File: src/rtl/lfsr_div_ctrl.sv
// LFSR clock-divider controller: a 27-bit XNOR LFSR reloaded from a seed every period
// drives a tick and a toggle/pulse divided output; new configs take effect only on period boundaries.
module lfsr_div_ctrl #(
    parameter int LFSR_W = 27,
    parameter int CNT_W  = 16
) (
    input  logic              clk,
    input  logic              rst,
    input  logic              cfg_valid,
    output logic              cfg_ready,
    input  logic [LFSR_W-1:0] cfg_seed,
    input  logic              cfg_mode,
    input  logic              stop_req,
    output logic              div,
    output logic              tick,
    output logic              busy,
    output logic [1:0]        state,
    output logic [CNT_W-1:0]  period_cnt
);

    typedef enum logic [1:0] {
        IDLE   = 2'd0,
        RUN    = 2'd1,
        SWITCH = 2'd2,
        STOP   = 2'd3
    } state_t;

    state_t              state_q, state_d;
    logic [LFSR_W-1:0]   lfsr_q, lfsr_d;
    logic [4:0]          s1_q, s1_d;
    logic                match_q, match_d;
    logic [LFSR_W-1:0]   seed_q, seed_d;
    logic                mode_q, mode_d;
    logic [LFSR_W-1:0]   pend_seed_q, pend_seed_d;
    logic                pend_mode_q, pend_mode_d;
    logic                div_q, div_d;
    logic                tick_q, tick_d;
    logic [CNT_W-1:0]    cnt_q, cnt_d;
    logic [4:0]          s1_or;
    logic                fb;

    assign fb = lfsr_q[26] ^ ~(lfsr_q[4] ^ ~(lfsr_q[1] ^ ~lfsr_q[0]));

    // First zero-detect stage: OR of 6-bit slices, the last slice being the 3 top bits.
    for (genvar gi = 0; gi < 5; gi++) begin : g_zero
        localparam int LO = 6 * gi;
        localparam int HI = (6 * gi + 5 > LFSR_W - 1) ? LFSR_W - 1 : 6 * gi + 5;
        assign s1_or[gi] = |lfsr_q[HI:LO];
    end

    function automatic logic next_div(input logic md, input logic hit, input logic cur);
        if (md)
            return hit;
        return hit ? ~cur : cur;
    endfunction

    always_comb begin
        state_d     = state_q;
        lfsr_d      = match_q ? seed_q : {lfsr_q[LFSR_W-2:0], fb};
        s1_d        = s1_or;
        match_d     = ~|s1_q;
        seed_d      = seed_q;
        mode_d      = mode_q;
        pend_seed_d = pend_seed_q;
        pend_mode_d = pend_mode_q;
        div_d       = div_q;
        tick_d      = match_q && (state_q != IDLE);
        cnt_d       = cnt_q + CNT_W'(tick_d);
        cfg_ready   = 1'b0;

        case (state_q)
            IDLE: begin
                cfg_ready = 1'b1;
                lfsr_d    = lfsr_q;
                // Keep the detector parked at non-match so a held all-zero LFSR
                // cannot fire a reload on the first RUN cycle.
                s1_d      = '1;
                match_d   = 1'b0;
                div_d     = 1'b0;
                if (cfg_valid) begin
                    seed_d  = cfg_seed;
                    mode_d  = cfg_mode;
                    lfsr_d  = cfg_seed;
                    cnt_d   = '0;
                    state_d = RUN;
                end
            end
            RUN: begin
                cfg_ready = ~stop_req;
                div_d     = next_div(mode_q, match_q, div_q);
                if (stop_req) begin
                    state_d = STOP;
                end else if (cfg_valid) begin
                    pend_seed_d = cfg_seed;
                    pend_mode_d = cfg_mode;
                    state_d     = SWITCH;
                end
            end
            SWITCH: begin
                if (stop_req) begin
                    div_d   = next_div(mode_q, match_q, div_q);
                    state_d = STOP;
                end else if (match_q) begin
                    seed_d  = pend_seed_q;
                    mode_d  = pend_mode_q;
                    lfsr_d  = pend_seed_q;
                    div_d   = next_div(pend_mode_q, 1'b1, div_q);
                    state_d = RUN;
                end else begin
                    div_d = next_div(mode_q, 1'b0, div_q);
                end
            end
            default: begin
                if (match_q) begin
                    div_d   = 1'b0;
                    state_d = IDLE;
                end else begin
                    div_d = next_div(mode_q, 1'b0, div_q);
                end
            end
        endcase
    end

    always_ff @(posedge clk or posedge rst) begin
        if (rst) begin
            state_q     <= IDLE;
            lfsr_q      <= '0;
            s1_q        <= '1;
            match_q     <= 1'b0;
            seed_q      <= '0;
            mode_q      <= 1'b0;
            pend_seed_q <= '0;
            pend_mode_q <= 1'b0;
            div_q       <= 1'b0;
            tick_q      <= 1'b0;
            cnt_q       <= '0;
        end else begin
            state_q     <= state_d;
            lfsr_q      <= lfsr_d;
            s1_q        <= s1_d;
            match_q     <= match_d;
            seed_q      <= seed_d;
            mode_q      <= mode_d;
            pend_seed_q <= pend_seed_d;
            pend_mode_q <= pend_mode_d;
            div_q       <= div_d;
            tick_q      <= tick_d;
            cnt_q       <= cnt_d;
        end
    end

    assign div        = div_q;
    assign tick       = tick_q;
    assign busy       = (state_q != IDLE);
    assign state      = state_q;
    assign period_cnt = cnt_q;

endmodule
File: config.mk
export PLATFORM = sky130hd
export DESIGN_NAME = lfsr_div_ctrl
export DESIGN_NICKNAME = d
export VERILOG_FILES = /design/src/rtl/lfsr_div_ctrl.sv
export SDC_FILE = /design/constraint.sdc
export NUM_CORES = 1
export LEC_CHECK = 0
export CAP_MARGIN = 40
export CORE_MARGIN = 4
export CORE_UTILIZATION = 62
export DETAILED_ROUTE_END_ITERATION = 6
export HOLD_SLACK_MARGIN = 0.06
export PLACE_DENSITY = 0.88
export REMOVE_ABC_BUFFERS = 1
export SLEW_MARGIN = 20
export SYNTH_ARGS = -nofsm -noshare
export SYNTH_HDL_FRONTEND = slang
export SYNTH_SLANG_ARGS = --single-unit
File: constraint.sdc
create_clock -name clk -period 6.3 [get_ports clk]
set_clock_uncertainty 0.2 [all_clocks]
set_input_delay 1.26 -clock clk [delete_from_list [all_inputs] [get_ports clk]]
set_output_delay 1.26 -clock clk [all_outputs]
set_load 0.005 [all_outputs]
==> run metrics, run 1 <==
status finished, final reports clean; Yosys top cell by area dfrtp_1; Filler cells around 600; Post-CTS Setup Bufs 0; Mean Syn Cell Area 10.1 µm²; cts bufs inserted 9; final hold slack 0.326 ns; busiest grt layer met2; die height 103 µm; # hold bufs at CTS 0; async set or reset register ratio after synthesis 100%; met2 Use GR between 40% and 50%; synth top area cells dfrtp_1 46%, mux2i_1 7.8%, mux2_2 6.8%, a21oi_1 4.0%, nor2_1 3.8%; vias per std cell ~6.5; worst skew pair latency roughly 0.37 ns; CTS Sinks 109; initial core utilization around 64%; Final Hold Vio Count 0; die area 0.0107 mm²; Top FF cell, synth dfrtp_1; area of the multi-input gates 0.00271 mm²; io pins 54; post-synthesis sequential area ratio between 40% and 50%; Syn Inst Count around 560; routability cong. ~0.85; Worst-Margin Slew 0.815 ns; synth-to-layout area growth 14.3%; port bufs 53; critical path launch point type input port; Slew HR 45.5%; register bit total from synthesis 109; Syn. warnings 0; final worst path period need approximately 4.5 ns; setup TNS 0 ns; Comb power frac about two fifths; Final Slew Violations 0; global-route wire length before repair 21.9 mm; critical path data arrival time 3.02 ns; Switching Fraction 39.5%; share of cells above drive strength 1 a little under an eighth; number of DRC markers in iteration 0 425; # resized after CTS 0; unrepaired setup endpoints after global routing false; worst min path class flop to flop; Psw 0.00115 W; Flop pwr share 43.3%; Final setup viols 0; crit path max fanout 30; Fmax achieved 223 MHz; CTS root buf clkbuf_8; fin nets 632; die width ~100 µm; core area 0.00876 mm²; Max VDD drop 0.458 mV; critical path required time 4.84 ns; FF/Latch Area 0.00273 mm²; pre-CTS WS 1.85 ns; global route total overflow 0; Cell Pwr Density 452 mW/mm²; Worst Setup Path Type input port to primary output; Routed WL per cell 18.5 µm; vias in the first global route between 4k and 5k; vias post-DR roughly 4.6k; largest net degree at the start of global routing 57; met1 usage 35.3%; unique cell type count in the Yosys netlist 48; Syn Std Cell Area 0.00563 mm²; Tot GR Track Use 25.9%; clock power share between 10% and 20%; M3 GR Usage around 3.7%; Clock Tree Buf Depth 2; Total Power roughly 0.0029 W; DR pass1 iterations 6; Post-Route WL 13.1 mm; fin crit share 71.1%; Post-synth EDFFs 0; ant diodes 0; Post-DP HPWL ~8.5 mm; most frequent cell after synthesis dfrtp_1; ANT nets after route 0; synth cell count leaders 104 x dfrtp_1, 57 x nor2_1, 45 x a21oi_1; CTS tree built; Clock Pin Slew Worst Setup and Hold Paths about 0.10 ns; cell row count 34; leak pwr 2.58 nW; # DRC 0; r2r setup slk 3.09 ns; # Max-Cap Violations 0; worst setup margin 1.82 ns; initial antenna violation count 0; top cell type's share of synthesized area 46.3%; CP endpoint kind primary output; Int Pwr around 0.0018 W; number of H-tree levels 3
## state kept, by name, summed over array words and instances, names as in the netlist
| signal | count |
|---|---|
| match_q | 1 |
| seed_q | 27 |
| mode_q | 1 |
| lfsr_q | 27 |
| s1_q | 5 |
| pend_mode_q | 1 |
| state | 2 |
| div | 1 |
| period_cnt | 16 |
| pend_seed_q | 27 |
| tick | 1 |
## layout by cell type (no fill, tap or decap), types with 8 or more instances in the layout
master	count
inv_1	8
dfrtp_1	104
a31oi_1	12
clkbuf_8	10
o21ai_0	32
nor3_1	14
nor2b_1	10
mux2_2	34
clkdlybuf4s50_1	53
nor2_1	57
mux2i_1	44
xnor2_1	11
a221oi_1	8
o22ai_1	14
a22oi_1	8
a21oi_1	45
buf_4	9
nand2_1	31
## cell type report
cell class | count | area share, %
clock buffer | 10 | 2.14
clock inverter | 6 | 1.09
inverter | 10 | 0.623
multi-input combinational | 401 | 42.2
sequential | 109 | 42.5
tap | 108 | 2.10
timing repair buffer | 62 | 9.30
## critical path: stages
cell and delay (ns):
clkdlybuf4s50_1 0.46, buf_4 0.40, nor2b_1 0.11, or2_2 0.31, clkdlybuf4s50_1 0.46
## path summary, 6_finish.rpt
| check | startpoint | endpoint | depth (start not counted) |
|---|---|---|---|
| setup / recovery | stop_req | cfg_ready | 5 |
| hold / removal | lfsr_q[18] | s1_q[3] | 2 |
| setup reg to reg | state[0] | seed_q[9] | 8 |
| hold reg to reg | lfsr_q[18] | s1_q[3] | 2 |
| max in group asynchronous | rst | lfsr_q[21] | 3 |
| min in group asynchronous | rst | period_cnt[5] | 2 |
## kinds of logic after synthesis
| logic type | Yosys count | synth area share, % |
|---|---|---|
| buffers and inverters | 46 | 3.43 |
| AOI/OAI and AO/OA | 149 | 16.4 |
| DFF | 109 | 48.6 |
| muxes | 78 | 14.6 |
| and+or+nand+nor | 153 | 13.2 |
| adders and majority gates | 7 | 1.56 |
| xor gates and xnor gates | 14 | 2.18 |
## power groups by stage
stage                     Clock [W]  Combinational [W]  Sequential [W]
final                      0.000443            0.00121         0.00126
after global routing       0.000481            0.00134         0.00129
after CTS                  0.000448            0.00120         0.00125
after detailed placement          0            0.00120         0.00126
after global placement            0            0.00113         0.00123
after floorplan                   0           0.000927         0.00117
## per-layer routing
metal / part of all wire (%) / up-vias
li1: - / 2097
met2: 50 / 204
met3: 6.5 / 18
met1: 42 / 2239
met4: 1.2 / 0
met5: 0 / -
## metrics by stage
step	std cells	utilization, %	area [µm²]
after CTS	706	73.4	6430
final	706	73.4	6430
after detailed placement	690	71.0	6220
after global placement	689	70.9	6210
after global routing	706	73.4	6430
after floorplan	520	-	5470
No activity file was read; power rests on OpenSTA's default activity.
==> run 2: changes to the inputs <==
--- a/config.mk
+++ b/config.mk
@@ -7,10 +7,10 @@
 export LEC_CHECK = 0
 export CAP_MARGIN = 40
 export CORE_MARGIN = 4
-export CORE_UTILIZATION = 62
+export CORE_UTILIZATION = 52
 export DETAILED_ROUTE_END_ITERATION = 6
 export HOLD_SLACK_MARGIN = 0.06
-export PLACE_DENSITY = 0.88
+export PLACE_DENSITY = 0.79
 export REMOVE_ABC_BUFFERS = 1
 export SLEW_MARGIN = 20
 export SYNTH_ARGS = -nofsm -noshare
==> constraint.sdc (replaced) <==
create_clock -name clk -period 3.8 [get_ports clk]
set_clock_uncertainty 0.2 [all_clocks]
set_input_delay 0.76 -clock clk [delete_from_list [all_inputs] [get_ports clk]]
set_output_delay 0.76 -clock clk [all_outputs]
set_load 0.005 [all_outputs]
==> run 2 against run 1 <==
  * First-iteration DRC count fell by 3.8%
  * Power rose by 67%
  * Sequential share of layout area fell by 0.76 points
  * Flip-flop and latch count did not move
  * Register-to-register slack got worse by 2.4 ns
  * Combinational power rose by 68%
  * Count of clock-buffer cells in the layout rose by 2
  * Via count rose by 0.59%
  * Worst hold slack got worse by 0.0090 ns
  * Global-route usage fell by 3.6 points
  * Critical path type is now flop to primary output
  * Largest cell class unchanged
==> run metrics, run 2 (synthesis gave the netlist of run 1 again) <==
CP Launch Point state[0]; Worst path depth 4; worst skew pair latency between 0.3 and 0.4 ns; Worst-Margin Slew 0.736 ns; global route total overflow 0; slowest CP cell clkdlybuf4s50_1; die area 0.0125 mm²; vias post-DR 4,585; CTS Sinks ~110; worst setup path endpoint busy; port bufs 53; Tot GR Track Use 22.4%; ANT nets after route 0; leak pwr ~2.6 nW; number of H-tree levels 3; vias per std cell 6.17; critical path data arrival time ~2.4 ns; cell row count 37; CTS root buf clkbuf_8; Util after Layout 62.8%; die height 112 µm; CP endpoint kind primary output; critical path required time 2.84 ns; Final setup viols 0; area of the multi-input gates about 0.0027 mm²; final worst path period need 3.39 ns; largest registers lfsr_q (27), pend_seed_q (27), seed_q (27); routability cong. 0.838; Post-CTS Setup Bufs 0; unrepaired setup endpoints after global routing false; CTS tree built; # hold bufs at CTS 0; commonest non-fill, non-tap cell in the layout dfrtp_1; Comb power frac 41.8%; Worst Setup Path Type flop to primary output; Worst path max stage delay 0.61 ns; clock power share 15.5%; placed insts 727; Filler cells approximately 840; Post-DP HPWL 8.99 mm; Int Pwr 0.00296 W; Clock Pin Slew Worst Setup and Hold Paths ~0.10 ns; cell mode on critical path inv_1; # Max-Cap Violations 0; Clock Tree Buf Depth 2; io pins 54; Switching Fraction 39.2%; share of cells above drive strength 1 13.0%; number of DRC markers in iteration 0 between 400 and 500; CP cell instances inv_1, ha_1, inv_1, clkdlybuf4s50_1; initial antenna violation count 0; most frequent cells in the layout 104 x dfrtp_1, 57 x nor2_1, 53 x clkdlybuf4s50_1; Post-Route WL 13.5 mm; Final Hold Vio Count 0; # resized after CTS 0; Flop pwr share 42.7%; initial core utilization ~54%; # DRC 0; non-filler cells, final 743; worst r2r src state[0]; Slew HR between 50% and 60%; ant diodes 0; FF/Latch Area 0.00273 mm²; vias in the first global route 4,618; DR pass1 iterations 5; crit path max fanout 16; largest net degree at the start of global routing 52; Cell Pwr Density between 700 and 800 mW/mm²; Fmax achieved 295 MHz; Psw 0.00191 W; fin nets 641; synth-to-layout area growth 16.4%; worst min path class flop to flop; Reg-to-Reg End period_cnt[14]; R2R depth 9; Crit path buffers/inverters 3; Max VDD drop about 0.50 mV; fin crit share 89.1%; critical path launch point type flop; Final Slew Violations 0; CP delay by family, top buffers and inverters; Routed WL per cell 18.1 µm; core area 0.0104 mm²; status finished, final reports clean; global-route wire length before repair 23.1 mm; hold wc startpoint lfsr_q[25]; die width between 100 and 150 µm; r2r setup slk 0.72 ns; cts bufs inserted 9; Total Power 0.00487 W
## run 2: cell types whose count changed in the layout (fill, tap and decap cells not counted), sizes merged
cell	before	now
clkbuf	10	12
buf	9	18
clkinvlp	2	1
inv	11	10
## run 2: per-layer routing
metal / global-route usage (%) / vias up / wire (µm)
met1: 30.3 / 2282 / 5910
li1: - / 2120 / -
met3: 4.37 / 20 / 752
met2: 36.7 / 163 / 6570
met4: 6.89 / 0 / 235
met5: 0 / - / 0
## run 2: area by class of cell
class                      instances  share of cell area, %
timing repair buffer              71                   10.4
clock buffer                      12                   2.37
sequential                       109                   41.8
clock inverter                     4                  0.841
tap                              136                   2.60
inverter                          10                  0.612
multi-input combinational        401                   41.5
## run 2: per-stage QoR
step / instance area [µm²] / setup slack, ns / TNS [ns] / hold WS (ns)
2_1_floorplan: 5470 / -2.36 / -67.23 / 0.259
3_3_place_gp: 6340 / 0.748 / 0 / 0.288
3_5_place_dp: 6340 / 0.722 / 0 / 0.286
4_1_cts: 6550 / 0.433 / 0 / 0.317
5_1_grt: 6550 / 0.273 / 0 / 0.354
6_report: 6550 / 0.414 / 0 / 0.317
## run 2: power groups by stage
stage / Sequential [W] / Clock, W / Combinational, W
2_1_floorplan: 0.00195 / 0 / 0.00154
3_3_place_gp: 0.00205 / 0 / 0.00193
3_5_place_dp: 0.00208 / 0 / 0.00202
4_1_cts: 0.00206 / 0.000763 / 0.00204
5_1_grt: 0.00214 / 0.000814 / 0.00229
6_report: 0.00208 / 0.000756 / 0.00203
## run 2: worst min-delay path by stage
stage	slack (ns)	to	cells past startpoint
after floorplan	0.26	s1_q[3]	2
after global placement	0.29	s1_q[4]	1
after detailed placement	0.29	s1_q[3]	2
after CTS	0.32	s1_q[4]	1
after global routing	0.35	s1_q[4]	1
final	0.32	s1_q[4]	1
